[config.mk]
export PLATFORM = sky130hd
export DESIGN_NAME = sipo_rx
export DESIGN_NICKNAME = d
export VERILOG_FILES = /design/src/rtl/sipo_rx_pkg.sv /design/src/rtl/sipo_rx_shift.sv /design/src/rtl/sipo_rx.sv
export SDC_FILE = /design/constraint.sdc
export NUM_CORES = 1
export LEC_CHECK = 0
export ABC_AREA = 1
export BUFFER_PORTS_ARGS = -buffer_cell sky130_fd_sc_hd__clkbuf_2
export CORE_MARGIN = 4
export CORE_UTILIZATION = 53
export CTS_CLUSTER_DIAMETER = 40
export DETAILED_ROUTE_END_ITERATION = 8
export PLACE_DENSITY = 0.81
export SLEW_MARGIN = 30
export SYNTH_ARGS = -nofsm -noshare
export SYNTH_HDL_FRONTEND = slang
export SYNTH_SLANG_ARGS = --single-unit
[constraint.sdc]
create_clock -name clk -period 2.55 [get_ports clk]
set_input_delay 0.51 -clock clk [delete_from_list [all_inputs] [get_ports clk]]
set_output_delay 0.51 -clock clk [all_outputs]
set_load 0.005 [all_outputs]
[src/rtl/sipo_rx_pkg.sv]
// sipo_rx_pkg: shared types and helpers for the sipo_rx serial receiver.
//   state_t   : receiver FSM states (PARITY used only with SIPO_RX_PARITY_EN)
//   cnt_width : bit-counter width for a given word width
package sipo_rx_pkg;

  typedef enum logic [1:0] {
    IDLE   = 2'd0,
    SHIFT  = 2'd1,
    PARITY = 2'd2
  } state_t;

  function automatic int cnt_width(input int width);
    return (width < 2) ? 1 : $clog2(width);
  endfunction

endpackage

[src/rtl/sipo_rx_shift.sv]
// sipo_rx_shift: WIDTH-bit capture register with indexed single-bit write
// and whole-register clear. A clear and a write in the same cycle give a
// register holding only the written bit.
//   clk, rst : clock, synchronous active-high reset
//   clr      : clear all bits
//   wr_en    : write wr_bit at position wr_idx
//   q        : register contents
module sipo_rx_shift
  import sipo_rx_pkg::*;
#(
  parameter int WIDTH = 8,
  parameter int CW    = cnt_width(WIDTH)
) (
  input  logic          clk,
  input  logic          rst,
  input  logic          clr,
  input  logic          wr_en,
  input  logic [CW-1:0] wr_idx,
  input  logic          wr_bit,
  output logic [WIDTH-1:0] q
);

  logic [WIDTH-1:0] q_nxt;

  always_comb begin
    q_nxt = q;
    if (clr) q_nxt = '0;
    if (wr_en) q_nxt[wr_idx] = wr_bit;
  end

  always_ff @(posedge clk) begin
    if (rst) q <= '0;
    else     q <= q_nxt;
  end

endmodule

[src/rtl/sipo_rx.sv]
// sipo_rx: LSB-first serial-in, parallel-out receiver with a one-entry
// valid/ready output buffer, framing-restart and overrun pulses.
// Optional feature macro: SIPO_RX_PARITY_EN (one even-parity bit per word).
//   clk, rst              : clock, synchronous active-high reset
//   sin_valid, sin        : bit strobe and serial data bit
//   sin_start             : sampled bit is bit 0 of a new word
//   dout, dout_valid      : buffered word and its valid flag
//   dout_ready            : consumer accepts dout
//   dout_perr             : parity error for the word in dout
//   busy                  : word partially received
//   overrun, frame_err    : one-cycle event pulses
//
// state  | meaning
// IDLE   | waiting for a sin_start bit
// SHIFT  | collecting data bits 1..WIDTH-1
// PARITY | waiting for the parity bit (SIPO_RX_PARITY_EN only)
module sipo_rx
  import sipo_rx_pkg::*;
#(
  parameter int WIDTH = 8
) (
  input  logic             clk,
  input  logic             rst,
  input  logic             sin_valid,
  input  logic             sin,
  input  logic             sin_start,
  output logic [WIDTH-1:0] dout,
  output logic             dout_valid,
  input  logic             dout_ready,
  output logic             dout_perr,
  output logic             busy,
  output logic             overrun,
  output logic             frame_err
);

  localparam int CW = cnt_width(WIDTH);
  localparam logic [CW-1:0] LAST = CW'(WIDTH - 1);

  state_t           state, state_nxt;
  logic [CW-1:0]    count, cnt_nxt;
  logic             sr_clr, sr_wr;
  logic [CW-1:0]    sr_idx;
  logic [WIDTH-1:0] sr_q;
  logic             commit, commit_perr, ferr_nxt;
  logic [WIDTH-1:0] commit_word;

  sipo_rx_shift #(.WIDTH(WIDTH), .CW(CW)) u_shift (
    .clk    (clk),
    .rst    (rst),
    .clr    (sr_clr),
    .wr_en  (sr_wr),
    .wr_idx (sr_idx),
    .wr_bit (sin),
    .q      (sr_q)
  );

  always_ff @(posedge clk) begin
    if (rst) begin
      state <= IDLE;
      count <= '0;
    end else begin
      state <= state_nxt;
      count <= cnt_nxt;
    end
  end

  always_comb begin
    state_nxt   = state;
    cnt_nxt     = count;
    sr_clr      = 1'b0;
    sr_wr       = 1'b0;
    sr_idx      = count;
    commit      = 1'b0;
    commit_word = sr_q;
    commit_perr = 1'b0;
    ferr_nxt    = 1'b0;
    if (sin_valid) begin
      if (sin_start) begin
        // A start bit always begins a fresh word; outside IDLE it abandons one.
        ferr_nxt  = (state != IDLE);
        sr_clr    = 1'b1;
        sr_wr     = 1'b1;
        sr_idx    = '0;
        cnt_nxt   = CW'(1);
        state_nxt = SHIFT;
      end else begin
        case (state)
          SHIFT: begin
            sr_wr = 1'b1;
            if (count == LAST) begin
              cnt_nxt = '0;
`ifdef SIPO_RX_PARITY_EN
              state_nxt = PARITY;
`else
              // The last bit is still in flight to the register; merge it here.
              commit                 = 1'b1;
              commit_word[WIDTH-1]   = sin;
              state_nxt              = IDLE;
`endif
            end else begin
              cnt_nxt = count + CW'(1);
            end
          end
`ifdef SIPO_RX_PARITY_EN
          PARITY: begin
            commit      = 1'b1;
            commit_perr = ^{sr_q, sin};
            state_nxt   = IDLE;
          end
`endif
          default: ;
        endcase
      end
    end
  end

  always_ff @(posedge clk) begin
    if (rst) begin
      dout       <= '0;
      dout_valid <= 1'b0;
      dout_perr  <= 1'b0;
      overrun    <= 1'b0;
      frame_err  <= 1'b0;
    end else begin
      overrun   <= 1'b0;
      frame_err <= ferr_nxt;
      if (commit && (!dout_valid || dout_ready)) begin
        dout       <= commit_word;
        dout_perr  <= commit_perr;
        dout_valid <= 1'b1;
      end else begin
        if (commit) overrun <= 1'b1;
        if (dout_valid && dout_ready) dout_valid <= 1'b0;
      end
    end
  end

  assign busy = (state != IDLE);

endmodule

==> summary.md <==
| Metric | Value |
|---|---|
| Yosys cell types | `22` |
| CP max FO | `9` |
| RSZ-0062 raised after global routing | `false` |
| Initial antenna violation count | `0` |
| Worst Setup End Kind | `flip-flop` |
| Switching pwr | `~0.15 mW` |
| Tot Pwr | `between 0.6 and 0.7 mW` |
| Yosys warnings | `0` |
| CTS Hold Bufs | `0` |
| Starting DRT DRC Count | `18` |
| H-tree depth | `1` |
| CP max stage cell | `dfxtp_1` |
| First-pass GRT wire length | `approximately 3600 um` |
| Register area share after synthesis | `0.4314` |
| Arr. time, crit path | `between 1.5 and 2 ns` |
| Fillcell total | `about 160` |
| Port bufs | `17` |
| Largest net degree at the start of global routing | `22` |
| Hold Vio Cnt, Final | `0` |
| Final period util | `0.5563` |
| Post-layout net count | `roughly 160` |
| Clk slew on worst S/H paths | `0.13 ns` |
| Setup TNS | `0 ns` |
| Switching part of the total power | `0.2243` |
| FP Rows | `15` |
| Maximum achievable frequency | `704.9 MHz` |
| Vias | `between 900 and 1000` |
| Core Region | `approximately 0.0018 mm^2` |
| Clock Skew | `about 0.0067 ns` |
| Slowest stage delay, CP | `0.42 ns` |
| Hold Startpoint | `dout[0]$_SDFFE_PP0P_` |
| Vias/cell | `5.192` |
| N_diodes | `0` |
| Clk pwr share | `0.406` |
| Startpoint Class | `flip-flop` |
| # IOs | `19` |
| Worst-Skew Late Latency | `roughly 0.31 ns` |
| Max Cap Viol | `0` |
| DP HPWL | `~1500 um` |
| Tightest Hold Check Type | `reg -> reg` |
| DRT Pass-1 Iters | `4` |
| Area growth, synth to finish | `13.48%` |
| RR Endpoint | `dout[4]$_SDFFE_PP0P_` |
| Synth Area per Inst | `7.507 um^2` |
| # DRC | `0` |
| WHS Path Cells | `2` |
| Post-route ant nets | `0` |
| Post-Synthesis Cell Area | `about 0.0010 mm^2` |
| Vias in the first global route | `848` |
| Synthesis-stage register bit count | `22` |
| Number of clock sinks | `22` |
| Cts repair resizes | `0` |
| Grt ovf | `0` |
| Clk root buf | `clkbuf_4` |
| Worst Hold Path EP | `dout[0]$_SDFFE_PP0P_` |
| Die span in y | `slightly above 50 um` |
| Leakage | `~0.49 nW` |
| R2r startpoint | `count[0]$_SDFFE_PP0N_` |
| Post-synthesis cell count | `approximately 140` |
| Setup bufs post-CTS | `0` |
| Slew Viols, Final | `0` |
| Power Density | `approximately 580 mW/mm^2` |
| Buffers & Inverters on Critical Path | `1` |
| Register-to-register setup slack | `approximately 1.1 ns` |
| Final setup fails | `0` |
| PnR worst setup slack | `~1.1 ns` |
| CTS Buffer Depth | `2` |
| CTS tree | `done` |
| Status | `finished clean` |
| Num CTS Buffers | `3` |
| Total GRT Usage | `0.1741` |
| Crit Path Category | `reg -> reg` |
| Reg2Reg Depth | `7` |
| CP delay by family, top | `adder cells` |
| Pint | `0.5204 mW` |
| VDD IR max | `0.3914 mV` |
| Required time of the critical path | `approximately 2.8 ns` |
| Initial Utilization | `0.5726` |
| Sequence of cells on the critical path | `ha_1 -> ha_1 -> nand2_4 -> clkinv_4 -> nand2_4 -> nand2_1 -> a21oi_1` |
| Stages on worst setup path | `7` |
| Syn nets | `roughly 140` |
| Routed wire length per instance | `about 11 um` |
| Full die area | `between 0.002 and 0.003 mm^2` |
| Die outline width | `51.89 um` |
| Comb pwr share | `0.065` |
| Sequential share of power | `0.528` |
| Share of cells above drive strength 1 | `0.2171` |
| Routability cong. | `just under 0.8` |
| Detailed-route wire length | `1992 um` |
| Min cycle time layout | `about 1.4 ns` |
| Post-Place Setup Slack | `~0.91 ns` |
[worst max path at each step]
stage                                from                       to  slack [ns]
global placement                sin_start  u_shift.q[6]$_SDFF_PP0_        0.97
detailed placement              sin_start  u_shift.q[6]$_SDFF_PP0_        0.91
finish              count[0]$_SDFFE_PP0N_     dout[4]$_SDFFE_PP0P_        1.13
floorplan           count[0]$_SDFFE_PP0N_     dout[7]$_SDFFE_PP0P_        1.31
CTS                 count[0]$_SDFFE_PP0N_     dout[1]$_SDFFE_PP0P_        1.13
global route        count[1]$_SDFFE_PP0N_     dout[7]$_SDFFE_PP0P_        0.95
[flip-flops by register name, summed over array words and instances (netlist names)]
name / cells
u_shift.q: 7
dout: 8
count: 3
frame_err: 1
state: 1
dout_valid: 1
overrun: 1
[per-stage QoR]
stage	hold WS [ns]	util	area, um^2	std cells
global route	0.4849	0.6498	1159	177
detailed placement	0.4546	0.6204	1106	173
finish	0.4732	0.6498	1159	177
floorplan	0.4560	-	1021	136
CTS	0.4736	0.6498	1159	177
global placement	0.4496	0.6204	1106	173
[synthesized netlist by cell type]
| cell type | n | area (um^2) |
|---|---|---|
| nand2_4 | 2 | 22.52 |
| a21oi_1 | 19 | 95.09 |
| clkinv_4 | 1 | 8.760 |
| conb_1 | 1 | 3.750 |
| ha_1 | 2 | 25.02 |
| and2_1 | 1 | 6.260 |
| nand2_1 | 29 | 108.9 |
| buf_4 | 1 | 7.510 |
| nand4_1 | 3 | 18.77 |
| clkbuf_1 | 2 | 7.510 |
| nor2_4 | 1 | 11.26 |
| buf_6 | 1 | 11.26 |
| nor3_1 | 6 | 30.03 |
| nand2_2 | 5 | 31.28 |
| o21ai_2 | 1 | 8.760 |
| nand3_1 | 18 | 90.09 |
| buf_2 | 1 | 5.000 |
| nor3_2 | 2 | 20.02 |
| nor2_1 | 8 | 30.03 |
| dfxtp_1 | 22 | 440.4 |
| inv_1 | 9 | 33.78 |
| o21ai_0 | 1 | 5.000 |
[worst min-delay path: stages, from the launching register on]
cell     delay [ns]
dfxtp_1        0.33
nand2_1        0.06
a21oi_1        0.05
[power groups by stage]
stage               registers, mW  logic, mW  clock network [mW]
floorplan                   0.360     0.0334                   0
global placement            0.361     0.0425                   0
detailed placement          0.362     0.0437                   0
CTS                         0.354     0.0441               0.275
global route                0.355     0.0501               0.288
finish                      0.354     0.0438               0.273
[logic make-up after synthesis]
group | Yosys count | share of synthesized area
buf+inv | 15 | 0.07230
other cells | 1 | 0.003673
flops | 22 | 0.4314
simple gates | 75 | 0.3615
fa+ha+maj | 2 | 0.02451
compound gates | 21 | 0.1066
[layer usage]
layer  wire length [um]  vias to the layer above  GRT usage
li1                   -                      482          -
met1                936                      413     0.2295
met2                948                       18     0.2741
met3                 73                        6    0.02865
met4                 33                        0    0.08297
met5                  0                        -          0
[layout by cell type, fill, tap and decap left out]
master / Yosys / layout
clkbuf_4: 0 / 3
and2_1: 1 / 1
nand3_1: 18 / 18
dfxtp_1: 22 / 22
nand4_1: 3 / 3
o21ai_0: 1 / 1
conb_1: 1 / 1
nor3_2: 2 / 2
clkinv_4: 1 / 1
nor2_1: 8 / 8
nand2_1: 29 / 29
o21ai_2: 1 / 1
inv_1: 9 / 9
a21oi_1: 19 / 19
nand2_2: 5 / 5
nor2_4: 1 / 1
nor3_1: 6 / 6
ha_1: 2 / 2
clkbuf_2: 0 / 17
bufinv_16: 0 / 1
nand2_4: 2 / 2
[cell type report]
type / instances / area (um^2) / area share
Timing Repair Buffer: 17 / 85.08 / 0.07343
Tap cell: 25 / 31.28 / 0.02700
Sequential cell: 22 / 440.4 / 0.3801
Clock inverter: 1 / 30.03 / 0.02592
Multi-Input combinational cell: 99 / 506.7 / 0.4374
Clock buffer: 3 / 22.52 / 0.01944
Inverter: 10 / 42.54 / 0.03672
(Power assumes the default switching activity.)
